## config.mk

```make
export PLATFORM = sky130hd
export DESIGN_NAME = hbridge_pwm_driver
export DESIGN_NICKNAME = d
export VERILOG_FILES = /design/src/rtl/motor_pkg.sv /design/src/rtl/sync_2ff.sv /design/src/rtl/hbridge_pwm_driver.sv
export SDC_FILE = /design/constraint.sdc
export NUM_CORES = 1
export LEC_CHECK = 0
export ABC_AREA = 1
export BUFFER_PORTS_ARGS = -buffer_cell sky130_fd_sc_hd__buf_2
export CAP_MARGIN = 0
export CORE_MARGIN = 4
export CORE_UTILIZATION = 58
export CTS_BUF_LIST = sky130_fd_sc_hd__clkbuf_8 sky130_fd_sc_hd__clkbuf_16
export CTS_CLUSTER_DIAMETER = 80
export DETAILED_ROUTE_END_ITERATION = 8
export PLACE_DENSITY = 0.77
export SYNTH_ARGS = -nofsm -noshare
export SYNTH_HDL_FRONTEND = slang
export SYNTH_SLANG_ARGS = --single-unit
```

## constraint.sdc

```tcl
create_clock -name clk -period 2.45 [get_ports clk]
set_input_delay 0.3675 -clock clk [delete_from_list [all_inputs] [get_ports clk]]
set_output_delay 0.3675 -clock clk [all_outputs]
set_load 0.005 [all_outputs]
```

## src/rtl/motor_pkg.sv

```systemverilog
`timescale 1ns/1ps
// Shared motor-control definitions: command width, PWM defaults, direction
// encoding and the H-bridge PWM state type.
package motor_pkg;

    localparam int CMD_W            = 16;
    localparam int DEFAULT_PERIOD   = 4000;
    localparam int DEFAULT_DUTY_MAX = 4000;

    localparam logic DIR_FWD = 1'b0;
    localparam logic DIR_REV = 1'b1;

    typedef enum logic [1:0] {
        S_OFF,
        S_FWD,
        S_REV,
        S_DEAD
    } pwm_state_t;

endpackage

```

## src/rtl/sync_2ff.sv

```systemverilog
`timescale 1ns/1ps
// Generic two-flop synchronizer with asynchronous active-low reset.
// RESET_VAL selects the idle level, e.g. 1 for active-low inputs.
module sync_2ff #(
    parameter logic RESET_VAL = 1'b0
) (
    input  logic clk,
    input  logic reset_n,
    input  logic d,
    output logic q
);

    logic meta;

    always_ff @(posedge clk or negedge reset_n) begin
        if (!reset_n) begin
            meta <= RESET_VAL;
            q    <= RESET_VAL;
        end else begin
            meta <= d;
            q    <= meta;
        end
    end

endmodule

```

## src/rtl/hbridge_pwm_driver.sv

```systemverilog
`timescale 1ns/1ps
// H-bridge PWM driver: signed duty command -> in1/in2 PWM with reversal dead time.
// Optional fault latch enabled by defining HBRIDGE_PWM_DRIVER_FAULT_LATCH_EN.
module hbridge_pwm_driver
    import motor_pkg::*;
#(
    parameter int PERIOD   = DEFAULT_PERIOD,
    parameter int DUTY_MAX = DEFAULT_DUTY_MAX,
    parameter int DEADTIME = 200,
    parameter int CNT_W    = 13
) (
    input  logic                    clk,
    input  logic                    reset_n,
    input  logic                    enable,
    input  logic signed [CMD_W-1:0] duty_cmd,
    input  logic                    fault_n,
    input  logic                    fault_clr,
    output logic                    in1,
    output logic                    in2,
    output logic                    pwm_sync,
    output logic                    dir_o,
    output logic [CNT_W-1:0]        duty_mag_o,
    output logic                    fault_latched
);

    localparam int DEAD_W = (DEADTIME > 1) ? $clog2(DEADTIME) : 1;

    // 17-bit magnitude so that -32768 folds to +32768 before the clamp.
    function automatic logic [CNT_W-1:0] clamp_mag(input logic signed [CMD_W-1:0] cmd);
        logic signed [CMD_W:0] wide;
        logic        [CMD_W:0] abs_val;
        wide    = {cmd[CMD_W-1], cmd};
        abs_val = wide[CMD_W] ? $unsigned(-wide) : $unsigned(wide);
        if (abs_val > (CMD_W+1)'(DUTY_MAX))
            return CNT_W'(DUTY_MAX);
        return abs_val[CNT_W-1:0];
    endfunction

    pwm_state_t        state_q, state_d;
    logic [CNT_W-1:0]  cnt_q;
    logic [CNT_W-1:0]  mag_q, mag_d, cmd_mag;
    logic              dir_q, dir_d, cmd_dir;
    logic [DEAD_W-1:0] dead_q, dead_d;
    logic              boundary, drive_ok, in1_d, in2_d;

    assign boundary = (cnt_q == CNT_W'(PERIOD - 1));
    assign cmd_mag  = clamp_mag(duty_cmd);
    assign cmd_dir  = duty_cmd[CMD_W-1];

`ifdef HBRIDGE_PWM_DRIVER_FAULT_LATCH_EN
    logic fault_n_s;
    logic fault_q;

    sync_2ff #(.RESET_VAL(1'b1)) u_fault_sync (
        .clk     (clk),
        .reset_n (reset_n),
        .d       (fault_n),
        .q       (fault_n_s)
    );

    // A clear is honoured only once the synchronized fault has gone away.
    always_ff @(posedge clk or negedge reset_n) begin
        if (!reset_n)
            fault_q <= 1'b0;
        else if (!fault_n_s)
            fault_q <= 1'b1;
        else if (fault_clr)
            fault_q <= 1'b0;
    end

    assign fault_latched = fault_q;
    assign drive_ok      = enable && fault_n_s && !fault_q;
`else
    logic unused_fault_inputs;
    assign unused_fault_inputs = fault_n ^ fault_clr;
    assign fault_latched       = 1'b0;
    assign drive_ok            = enable;
`endif

    // Period counter and state registers
    always_ff @(posedge clk or negedge reset_n) begin
        if (!reset_n) begin
            cnt_q   <= '0;
            state_q <= S_OFF;
            mag_q   <= '0;
            dir_q   <= DIR_FWD;
            dead_q  <= '0;
        end else begin
            cnt_q   <= boundary ? '0 : cnt_q + 1'b1;
            state_q <= state_d;
            mag_q   <= mag_d;
            dir_q   <= dir_d;
            dead_q  <= dead_d;
        end
    end

    always_comb begin
        state_d = state_q;
        dir_d   = dir_q;
        mag_d   = mag_q;
        dead_d  = '0;
        case (state_q)
            S_OFF: begin
                if (boundary && cmd_mag != '0) begin
                    state_d = cmd_dir ? S_REV : S_FWD;
                    dir_d   = cmd_dir;
                    mag_d   = cmd_mag;
                end
            end
            S_FWD, S_REV: begin
                if (boundary) begin
                    if (cmd_mag == '0) begin
                        state_d = S_OFF;
                        dir_d   = DIR_FWD;
                        mag_d   = '0;
                    end else if (cmd_dir == dir_q) begin
                        mag_d = cmd_mag;
                    end else begin
                        state_d = S_DEAD;
                        dir_d   = cmd_dir;
                        mag_d   = cmd_mag;
                    end
                end
            end
            S_DEAD: begin
                // dir_q/mag_q already hold the target; enter it mid-period.
                dead_d = dead_q + 1'b1;
                if (dead_q == DEAD_W'(DEADTIME - 1)) begin
                    state_d = dir_q ? S_REV : S_FWD;
                    dead_d  = '0;
                end
                if (boundary) begin
                    if (cmd_mag == '0) begin
                        state_d = S_OFF;
                        dir_d   = DIR_FWD;
                        mag_d   = '0;
                        dead_d  = '0;
                    end else begin
                        dir_d = cmd_dir;
                        mag_d = cmd_mag;
                    end
                end
            end
            default: state_d = S_OFF;
        endcase

        if (!drive_ok) begin
            state_d = S_OFF;
            dir_d   = DIR_FWD;
            mag_d   = '0;
            dead_d  = '0;
        end

        in1_d = drive_ok && (state_q == S_FWD) && (cnt_q < mag_q);
        in2_d = drive_ok && (state_q == S_REV) && (cnt_q < mag_q);
    end

    // Registered bridge outputs: one cycle behind the compared count
    always_ff @(posedge clk or negedge reset_n) begin
        if (!reset_n) begin
            in1      <= 1'b0;
            in2      <= 1'b0;
            pwm_sync <= 1'b0;
        end else begin
            in1      <= in1_d;
            in2      <= in2_d;
            pwm_sync <= (cnt_q == '0);
        end
    end

    assign dir_o      = dir_q;
    assign duty_mag_o = mag_q;

endmodule
```

==> results.yml <==
hold_path:
  hp-class: "primary input to async pin"
synth:
  synth_fp_nets: 472
  synth-simple-area-share_pct: 35.82
  synth.most_common_cell: "nand2_1"
  ys_seq_elements: 40
  syn_inst: 430
  synth-seq-area-share_pct: 33.32
  syn_area_per_cell_um2: 6.986
  synthFlopType: "dfrtp_1"
  synth_compound_area_share_pct: 8.080
  synth_xor_area_share_pct: 2.041
  synthTopCellsByCount: "105 x nand2_1, 74 x inv_1, 46 x nor2_1"
  yosysTopAreaCell: "dfrtp_1"
  synth_top_family_by_area: "simple AND/OR/NAND/NOR gates"
  synthMuxAreaShare_pct: 0
  synth_top_area_share_pct: 33.32
  synth_edf_count: 0
  synth_cell_types: 37
  synth_area_um2: 3004
  yosys_warnings: 0
  synth_fa_ha_area_share_pct: 8.746
  async_flop_share_pct: 100.0
  yosys-top-cells-area: "dfrtp_1 33%, nand2_1 13%, inv_1 9.2%"
power:
  pwr-share-comb_pct: 38.7
  p_leak_uw: 0.001815
  p_sw_share_pct: 38.63
  p_int_uw: 1246
  pwr-share-seq_pct: 40.7
  p_clk_share_pct: 20.6
  power_switching_uw: 784.6
  finalPower_uw: 2031
  p_per_area_nw_per_um2: 600.6
  irDropWorstVdd_uv: 331.0
global_route:
  met3_usage_pct: 3.499
  grt.total_usage_pct: 22.48
  grt_pass1_vias: 2669
  grt_pass1_wl_um: 11470
  grt_busiest_layer: "met2"
  overflow: 0
  antenna_found_initial: 0
  met1_usage_pct: 27.93
  grt_max_degree: 41
  met2_usage_pct: 39.74
timing:
  rsz0062_at_grt: "false"
  tns_ns: 0
  fmax_mhz: 459.0
  slew_violations: 0
  max-slew-margin-rel_pct: 41.57
  hold_viol_final: 0
  fin_crit_sh_pct: 88.92
  final.min_clock_period_ns: 2.178
  worst_pin_slew_ns: 0.8764
  finalSetupViolations: 0
  worst_clock_skew_ns: 0.007921
  fin_hold_ws_ns: 0.1874
detailed_routing:
  drtAntennaViolNets: 0
  drt-vias-per-instance: 5.164
  wirelength_um: 6499
  drt_iter0_drc: 105
  dr.pass1.iters: 6
  wl_per_cell_um: 11.99
  drc_errors: 0
  via_count: 2799
worst_setup_path:
  crit_type: "primary input to register"
  critPathCaptureType: "register"
  cp_max_fo: 7
  start_kind: "primary input"
  required_ns: 2.61
  worstPathArrival_ns: 2.34
finish:
  area_growth_pct: 12.58
  num_antenna_cells: 0
  drive_gt1_share_pct: 17.68
  fin_nets: 517
clocking:
  clockRootBuffer: "clkbuf_8"
  cts_buffers: 5
  htree_levels: 2
  cts_tree: "yes"
  clock_latency_ns: 0.29
  cts.sinks: 40
  hold_buffers: 0
  max-clock-path-buffers: 2
  clkTransAtPathRegs_ns: 0.08
place:
  gp_congestion: 0.8504
  dp_hpwl_um: 5204
  port_buffers: 35
run:
  max_cap_viol_count: 0
die:
  coreArea_um2: 4880
  top_level_ports: 39
  initial_core_util_pct: 61.56
  die-area_um2: 6395
  die_x_um: 79.97
  num_rows: 25
  die_y_um: 79.97
outcome:
  outcome: "finished, final reports clean"
==> sequential cells by signal, summed over array words and instances, names as in the netlist <==
register	count
in1	1
dir_o	1
in2	1
pwm_sync	1
state_q	2
dead_q	8
duty_mag_o	13
cnt_q	13
==> power groups by stage <==
| stage | Sequential (uW) | Combinational (uW) | Clock (uW) |
|---|---|---|---|
| 2_1_floorplan | 826 | 518 | 0 |
| 3_3_place_gp | 835 | 756 | 0 |
| 3_5_place_dp | 837 | 779 | 0 |
| 4_1_cts | 825 | 787 | 433 |
| 5_1_grt | 838 | 899 | 462 |
| 6_report | 827 | 787 | 418 |
==> repair_timing <==
| item | CTS | global route |
|---|---|---|
| setup endpoints to repair | 0 | 3 |
| buffers inserted | 0 | 0 |
| resized for setup | 0 | 2 |
==> cells in the final DEF (no fill, tap or decap) <==
cell and n:
buf_12 1, buf_4 10, nand2_4 5, xnor2_1 1, a22oi_1 1, nand3_2 3, xor2_1 6, o21ai_1 12
nand4_1 9, a21o_1 2, nor2_1 45, clkinvlp_4 1, nor4b_1 1, a31oi_1 1, nand2_2 4, conb_1 1
nand3b_1 1, nor2_4 2, nor3_1 5, dfrtp_1 40, nor2_2 12, clkbuf_8 5, buf_2 35, clkinv_2 1
inv_2 2, ha_1 21, nor4_1 2, nand2_1 105, or3_4 1, inv_1 74, a21oi_1 10, a211oi_1 1
a221oi_1 1, nor3_2 1, nand3_1 36, o211ai_1 3, o21ai_0 13, inv_4 1
==> worst max-delay path: stages <==
cell and delay [ns]:
buf_2 0.12, inv_1 0.06, ha_1 0.25, inv_1 0.08
nand3_1 0.11, nand2_1 0.10, nand3_1 0.07, nor2_1 0.10
nand2_1 0.05, nand2_1 0.05, nand2_1 0.06, nand3_2 0.11
nand3_1 0.11, nor2_2 0.14, nand2_4 0.07, nand2_1 0.07
nand2_2 0.07, nand2_4 0.08, inv_2 0.07, nand3_1 0.09
o21ai_0 0.10
==> through the flow <==
stage,cells,util [%],cell area (um^2),setup slack [ns]
6_report,542,69.31,3382,0.2715
3_5_place_dp,535,67.49,3293,-0.08028
3_3_place_gp,535,67.49,3293,-0.01492
2_1_floorplan,430,-,3004,0.2684
4_1_cts,542,69.15,3374,0.2314
5_1_grt,542,69.31,3382,0.01697
==> final timing paths <==
| path | to | slack [ns] | cells after the start | from |
|---|---|---|---|---|
| setup / recovery | duty_mag_o[1] | 0.27 | 21 | duty_cmd[0] |
| hold / removal | duty_mag_o[12] | 0.19 | 1 | reset_n |
| setup reg to reg | state_q[0] | 0.45 | 13 | cnt_q[0] |
| hold reg to reg | dead_q[0] | 0.47 | 1 | dead_q[0] |
| max in group asynchronous | in1 | 1.70 | 1 | reset_n |
| min in group clk | duty_mag_o[0] | 0.39 | 3 | duty_cmd[0] |
==> per-layer routing <==
metal,routed length (um),vias up,part of all wire [%]
met5,0,-,0
met4,110,0,1.7
met3,255,11,3.9
met2,3190,50,49
met1,2942,1294,45
li1,-,1444,-
==> final cells by class <==
| type | count | area (um^2) |
|---|---|---|
| multi-input combinational | 305 | 1654 |
| fill | 440 | 1498 |
| sequential | 40 | 1001 |
| inverter | 77 | 291.5 |
| timing repair buffer | 46 | 270.3 |
| tap | 67 | 83.83 |
| clock buffer | 5 | 68.82 |
| clock inverter | 2 | 12.51 |
==> cell families (layout without fill, tap and decap cells) <==
logic type / count (synthesis) / in the layout
compound gates: 44 / 44
flops: 40 / 40
fa+ha+maj: 21 / 21
simple gates: 232 / 232
xor+xnor: 7 / 7
buf+inv: 85 / 130
other cells: 1 / 1
No activity file was read; power rests on OpenSTA's default activity.
